<file path="config.mk">
export PLATFORM = sky130hd
export DESIGN_NAME = fdc_counter_flat
export DESIGN_NICKNAME = d
export VERILOG_FILES = /design/src/rtl/fdc_pkg.sv /design/src/rtl/fdc_counter_if.sv /design/src/rtl/fdc_edge_sync.sv /design/src/rtl/fdc_counter.sv /design/src/flat_wrapper.sv
export SDC_FILE = /design/constraint.sdc
export NUM_CORES = 1
export LEC_CHECK = 0
export ABC_CLOCK_PERIOD_IN_PS = 1850
export BUFFER_PORTS_ARGS = -buffer_cell sky130_fd_sc_hd__buf_2
export CAP_MARGIN = 20
export CELL_PAD_IN_SITES_DETAIL_PLACEMENT = 0
export CELL_PAD_IN_SITES_GLOBAL_PLACEMENT = 1
export CORE_UTILIZATION = 40
export DETAILED_ROUTE_END_ITERATION = 12
export GPL_TIMING_DRIVEN = 1
export PLACE_DENSITY = 0.79
export REMOVE_ABC_BUFFERS = 1
export SLEW_MARGIN = 10
export SYNTH_ARGS = -nofsm -noshare
export SYNTH_HDL_FRONTEND = slang
export SYNTH_SLANG_ARGS = --single-unit
</file>
<file path="constraint.sdc">
create_clock -name clk -period 1.85 [get_ports clk]
set_input_delay 0.2775 -clock clk [delete_from_list [all_inputs] [get_ports clk]]
set_output_delay 0.2775 -clock clk [all_outputs]
set_load 0.01 [all_outputs]
</file>
<file path="src/rtl/fdc_pkg.sv">
// Shared types and constants for the frequency-to-digital counter.
// Imported by fdc_edge_sync and fdc_counter.
package fdc_pkg;

    // Synchronizer stages ahead of the rise-detect history flop
    localparam int SYNC_DEPTH = 2;

    typedef enum logic [1:0] {
        IDLE = 2'd0,
        ARM  = 2'd1,
        GATE = 2'd2,
        DONE = 2'd3
    } fdc_state_t;

endpackage

</file>
<file path="src/rtl/fdc_counter_if.sv">
// Measurement request / result handshake bundle of fdc_counter.
// slave = counter side, master = requester/consumer side.
interface fdc_counter_if #(
    parameter int NBIT = 13
);
    logic                   start;
    logic                   busy;
    logic                   out_valid;
    logic                   out_ready;
    logic [NBIT-1:0]        code;
    logic signed [NBIT:0]   err;
    logic                   ovf;
    logic                   no_sig;

    modport slave (
        input  start,
        input  out_ready,
        output busy,
        output out_valid,
        output code,
        output err,
        output ovf,
        output no_sig
    );

    modport master (
        output start,
        output out_ready,
        input  busy,
        input  out_valid,
        input  code,
        input  err,
        input  ovf,
        input  no_sig
    );
endinterface

</file>
<file path="src/rtl/fdc_edge_sync.sv">
// Brings the asynchronous oscillator into the clk domain and flags each
// rising edge as a one-cycle pulse (2 to 3 cycles after the real edge).
module fdc_edge_sync
    import fdc_pkg::*;
(
    input  logic clk,
    input  logic rstn,
    input  logic sig_in,
    output logic rise
);
    logic [SYNC_DEPTH-1:0] sync_q, sync_d;
    logic                  hist_q, hist_d;

    always_comb begin
        sync_d = {sync_q[SYNC_DEPTH-2:0], sig_in};
        hist_d = sync_q[SYNC_DEPTH-1];
    end

    always_ff @(posedge clk or negedge rstn) begin
        if (!rstn) begin
            sync_q <= '0;
            hist_q <= 1'b0;
        end else begin
            sync_q <= sync_d;
            hist_q <= hist_d;
        end
    end

    assign rise = sync_q[SYNC_DEPTH-1] & ~hist_q;

endmodule

</file>
<file path="src/rtl/fdc_counter.sv">
// Gated edge counter: counts oscillator rising edges over a fixed clk window.
// Define FDC_AUTORUN_EN to re-arm automatically after each accepted result.
module fdc_counter
    import fdc_pkg::*;
#(
    parameter int GATE_CYCLES = 1024,
    parameter int NBIT        = 13,
    parameter int CODE_CENTER = 4096
) (
    input  logic          clk,
    input  logic          rstn,
    input  logic          sig_in,
    fdc_counter_if.slave  bus
);
    localparam int              TW       = $clog2(GATE_CYCLES) + 1;
    localparam logic [TW-1:0]   TMR_LAST = TW'(GATE_CYCLES - 1);
    localparam logic [NBIT-1:0] CNT_MAX  = '1;
    localparam logic [NBIT:0]   CENTER   = (NBIT+1)'(CODE_CENTER);

    function automatic logic [NBIT-1:0] sat_inc(input logic [NBIT-1:0] v);
        return (v == CNT_MAX) ? v : v + NBIT'(1);
    endfunction

    // Plain modular difference; the result wraps if CODE_CENTER is out of range
    function automatic logic signed [NBIT:0] calc_err(input logic [NBIT-1:0] c);
        return $signed({1'b0, c}) - $signed(CENTER);
    endfunction

    logic rise;

    fdc_edge_sync u_sync (
        .clk    (clk),
        .rstn   (rstn),
        .sig_in (sig_in),
        .rise   (rise)
    );

    fdc_state_t             state_q, state_d;
    logic [NBIT-1:0]        cnt_q, cnt_d;
    logic [TW-1:0]          tmr_q, tmr_d;
    logic                   ovf_acc_q, ovf_acc_d;
    logic                   nosig_acc_q, nosig_acc_d;
    logic                   busy_q, busy_d;
    logic                   out_valid_q, out_valid_d;
    logic [NBIT-1:0]        code_q, code_d;
    logic signed [NBIT:0]   err_q, err_d;
    logic                   ovf_q, ovf_d;
    logic                   no_sig_q, no_sig_d;
    logic                   arm_clr;

    always_comb begin
        state_d     = state_q;
        cnt_d       = cnt_q;
        tmr_d       = tmr_q;
        ovf_acc_d   = ovf_acc_q;
        nosig_acc_d = nosig_acc_q;
        out_valid_d = out_valid_q;
        code_d      = code_q;
        err_d       = err_q;
        ovf_d       = ovf_q;
        no_sig_d    = no_sig_q;
        arm_clr     = 1'b0;

        unique case (state_q)
            IDLE: begin
                if (bus.start) begin
                    state_d = ARM;
                    arm_clr = 1'b1;
                end
            end
            ARM: begin
                // The arming edge only opens the window; it is not counted
                if (rise) begin
                    state_d = GATE;
                    tmr_d   = '0;
                end else if (tmr_q == TMR_LAST) begin
                    state_d     = DONE;
                    nosig_acc_d = 1'b1;
                end else begin
                    tmr_d = tmr_q + TW'(1);
                end
            end
            GATE: begin
                if (rise) begin
                    if (cnt_q == CNT_MAX) ovf_acc_d = 1'b1;
                    cnt_d = sat_inc(cnt_q);
                end
                if (tmr_q == TMR_LAST) state_d = DONE;
                else                   tmr_d   = tmr_q + TW'(1);
            end
            DONE: begin
                // First DONE cycle captures the result; later cycles wait for the consumer
                if (!out_valid_q) begin
                    out_valid_d = 1'b1;
                    code_d      = cnt_q;
                    err_d       = calc_err(cnt_q);
                    ovf_d       = ovf_acc_q;
                    no_sig_d    = nosig_acc_q;
                end else if (bus.out_ready) begin
                    out_valid_d = 1'b0;
`ifdef FDC_AUTORUN_EN
                    state_d = ARM;
                    arm_clr = 1'b1;
`else
                    state_d = IDLE;
`endif
                end
            end
            default: state_d = IDLE;
        endcase

        if (arm_clr) begin
            cnt_d       = '0;
            tmr_d       = '0;
            ovf_acc_d   = 1'b0;
            nosig_acc_d = 1'b0;
        end

        busy_d = (state_d == ARM) || (state_d == GATE);
    end

    always_ff @(posedge clk or negedge rstn) begin
        if (!rstn) begin
            state_q     <= IDLE;
            cnt_q       <= '0;
            tmr_q       <= '0;
            ovf_acc_q   <= 1'b0;
            nosig_acc_q <= 1'b0;
            busy_q      <= 1'b0;
            out_valid_q <= 1'b0;
            code_q      <= '0;
            err_q       <= '0;
            ovf_q       <= 1'b0;
            no_sig_q    <= 1'b0;
        end else begin
            state_q     <= state_d;
            cnt_q       <= cnt_d;
            tmr_q       <= tmr_d;
            ovf_acc_q   <= ovf_acc_d;
            nosig_acc_q <= nosig_acc_d;
            busy_q      <= busy_d;
            out_valid_q <= out_valid_d;
            code_q      <= code_d;
            err_q       <= err_d;
            ovf_q       <= ovf_d;
            no_sig_q    <= no_sig_d;
        end
    end

    assign bus.busy      = busy_q;
    assign bus.out_valid = out_valid_q;
    assign bus.code      = code_q;
    assign bus.err       = err_q;
    assign bus.ovf       = ovf_q;
    assign bus.no_sig    = no_sig_q;

endmodule

</file>
<file path="src/flat_wrapper.sv">
// flat-port wrapper written by rule: the top's interface ports become plain ports
module fdc_counter_flat import fdc_pkg::*;
#(
    parameter int GATE_CYCLES = 1024,
    parameter int NBIT        = 13,
    parameter int CODE_CENTER = 4096
)
  (clk, rstn, sig_in, bus_start, bus_out_ready, bus_busy, bus_out_valid, bus_code, bus_err, bus_ovf, bus_no_sig);
  fdc_counter_if #(.NBIT(NBIT)) bus_i ();
  input  logic clk;
  input  logic rstn;
  input  logic sig_in;
  input wire logic [$bits(bus_i.start)-1:0] bus_start;
  input wire logic [$bits(bus_i.out_ready)-1:0] bus_out_ready;
  output wire logic [$bits(bus_i.busy)-1:0] bus_busy;
  output wire logic [$bits(bus_i.out_valid)-1:0] bus_out_valid;
  output wire logic [$bits(bus_i.code)-1:0] bus_code;
  output wire logic [$bits(bus_i.err)-1:0] bus_err;
  output wire logic [$bits(bus_i.ovf)-1:0] bus_ovf;
  output wire logic [$bits(bus_i.no_sig)-1:0] bus_no_sig;
  assign bus_i.start = bus_start;
  assign bus_i.out_ready = bus_out_ready;
  assign bus_busy = bus_i.busy;
  assign bus_out_valid = bus_i.out_valid;
  assign bus_code = bus_i.code;
  assign bus_err = bus_i.err;
  assign bus_ovf = bus_i.ovf;
  assign bus_no_sig = bus_i.no_sig;
  fdc_counter #(.GATE_CYCLES(GATE_CYCLES), .NBIT(NBIT), .CODE_CENTER(CODE_CENTER)) u_core (.clk(clk), .rstn(rstn), .sig_in(sig_in), .bus(bus_i));
endmodule
</file>
==> out/results.ini <==
[detailed_routing]
wire_per_inst_um = 13.3
drtAntennaViolNets = 0
first_iter_violations = 102
totalWireLength_mm = 4.61
via_per_inst = 5.18
drt_first_pass_iters = 4
drc = 0
vias = 1794

[sta]
finalSetupViolCount = 0
hold_viol = 0
hold_slack_ns = 0.0818
max_slew_margin_pct = 75.7
grt_setup_unrepaired = true
post-route-period-util_pct = 94.4
layout_min_cycle_time_ns = 1.75
worst_pin_slew_ns = 0.364
fin_skew_ns = 0.00938
drv_slew = 0
final.setup.tns_ns = 0
setup_ws_ns = 0.103
fmax_ghz = 0.572

[clock_network]
cts.sink_count = 49
clk_pin_slew_ns = 0.09
cts_root_buffer = clkbuf_8
htree_num_levels = 2
cts_tree = built
numCtsBuffers = 5
clock_latency_ns = 0.30
cts_buffer_depth = 2

[synth]
syn_area_um2 = 2410
synth_cells = 226
ys_seq_area_share_pct = 50.9
post_synth.cell_area_avg_um2 = 10.7
synth_ff_type = dfrtp_1
yosysWarnings = 0
synth_seq_cells = 49
ys_types = 44
synth_edf_count = 0
async_flop_share_pct = 100

[global_route]
grt_pass1_vias = 1726
antenna_found_initial = 0
grt_pass1_wl_mm = 7.98
grt_overflow_total = 0
grt_use_total_pct = 16.4
grt_max_degree = 50

[setup_path]
required_ns = 2.04
rr_endpoint = u_core.cnt_q[11]
cp-end-kind = flop
worstPathArrival_ns = 1.94
cp-start-kind = flop
cp-startpoint = u_core.state_q[0]
cp_max_fo = 4
cp-endpoint = u_core.cnt_q[11]
timing.rr.start = u_core.state_q[0]
critPathKind = reg2reg
rrSetupSlack_ns = 0.10
rr_worst_depth = 7

[cells_and_area]
multi_input_area_um2 = 1080
nNetsFinal = 285
utilization_pct = 50.7
drive_gt1_share_pct = 32.5
areaGrowthSynthToFinish_pct = 18.5
fill_cells = 506
final_common_cell = dfrtp_1
seq_area_um2 = 1230
antenna-diode-count = 0
most-common-layout-cells = 49 x dfrtp_1, 35 x buf_2, 23 x nor2_1

[floorplanning]
die_area_um2 = 6340
core_um2 = 5640
dieWidth_um = 79.6
ios = 36
fp.dieH_um = 79.6
start_util_pct = 42.7
fp-row-count = 27

[hold_path]
hold_depth = 1
hold_class = in2reg

[placement]
dp_hpwl_mm = 3.33
dp_slack_ns = 0.0657
portBuffers = 35
gp_congestion = 0.770

[power_and_ir_drop]
vdd_drop_max_uv = 534
power_leakage_nw = 1.37
power_mw = 3.23
powerDensity_nw_per_um2 = 1130

[status]
status = completed

[run]
drv_cap = 0

## cell usage after synthesis, types with 2 or more instances
library cell | count | area share [%]
nor3_1 | 8 | 1.7
xnor2_1 | 6 | 2.2
buf_4 | 13 | 4.0
ha_1 | 7 | 3.6
dfrtp_1 | 49 | 51
nor2_1 | 23 | 3.6
nand3b_1 | 2 | 0.62
a311oi_1 | 2 | 0.73
nand2_1 | 18 | 2.8
nand4_1 | 3 | 0.78
a21oi_1 | 7 | 1.5
inv_1 | 5 | 0.78
a41oi_1 | 3 | 1.1
mux2_2 | 16 | 7.5
or3_1 | 2 | 0.52
xor2_1 | 6 | 2.2
clkbuf_1 | 3 | 0.47
nor4_1 | 3 | 0.78
o21ai_0 | 12 | 2.5
a31oi_1 | 4 | 1.0
nand2b_1 | 3 | 0.78
nand3_1 | 9 | 1.9
## layer usage
metal,track usage (%),up-vias,share of wire (%)
met5,0,-,0
met4,6.55,0,1.8
met3,3.77,7,2.9
met2,25.0,34,45
met1,22.5,860,50
li1,-,893,-
## repair_timing
| item | in CTS | in global routing |
|---|---|---|
| resized for setup | 0 | 4 |
| setup buffers | 0 | 1 |
| setup endpoints to repair | 0 | 7 |
| hold endpoints to repair | 49 | 0 |
| hold buffers | 1 | 0 |
## critical path, cell delays in order (launching register included)
cell	delay, ns
dfrtp_1	0.42
inv_1	0.11
ha_1	0.22
nand3b_1	0.16
nor4_2	0.34
o2111ai_1	0.18
xor2_1	0.17
nor2_1	0.05
## worst min-delay path by stage
stage                                         end    from  slack, ns
after floorplan                   u_core.bus.busy    rstn      -0.02
after global placement          u_core.bus.err[5]    rstn       0.28
after detailed placement          u_core.cnt_q[0]    rstn       0.29
after CTS                 u_core.u_sync.sync_q[0]  sig_in       0.07
after global routing      u_core.u_sync.sync_q[0]  sig_in       0.07
final                     u_core.u_sync.sync_q[0]  sig_in       0.08
## cell families after synthesis
group / after synthesis / share of synthesized area (%)
and+or+nand+nor: 81 / 17.1
muxes: 17 / 7.89
adders and majority gates: 7 / 3.63
DFF: 49 / 50.9
AOI/OAI and AO/OA: 38 / 10.7
xor gates and xnor gates: 12 / 4.36
buffers and inverters: 22 / 5.45
## through the flow
| step | area (um^2) | cells |
|---|---|---|
| after floorplan | 2300 | 209 |
| after global placement | 2730 | 336 |
| after detailed placement | 2730 | 336 |
| after CTS | 2820 | 345 |
| after global routing | 2860 | 346 |
| final | 2860 | 346 |
## report_power, final
group	total, mW	switching [mW]	internal, mW	leakage (nW)
registers	1.39	0.130	1.26	0.659
logic	1.23	0.673	0.553	0.676
clock network	0.618	0.351	0.267	0.0374
total	3.23	1.15	2.08	1.37
## cell type report
class                      count  area share, %
sequential                    49           42.9
multi-input combinational    155           37.8
timing repair buffer          57           12.4
tap                           72           3.15
clock buffer                   6           2.54
inverter                       5          0.657
clock inverter                 2          0.525
## state kept, by name, indices dropped and copies added (netlist names)
signal	count
u_core.bus.code	1
u_core.bus.err	13
u_core.nosig_acc_q	1
u_core.bus.ovf	1
u_core.u_sync.hist_q	1
u_core.tmr_q	11
u_core.state_q	2
u_core.bus.out_valid	1
u_core.ovf_acc_q	1
u_core.cnt_q	13
u_core.u_sync.sync_q	2
u_core.bus.no_sig	1
u_core.bus.busy	1
Power figures use the tool's default switching activity.
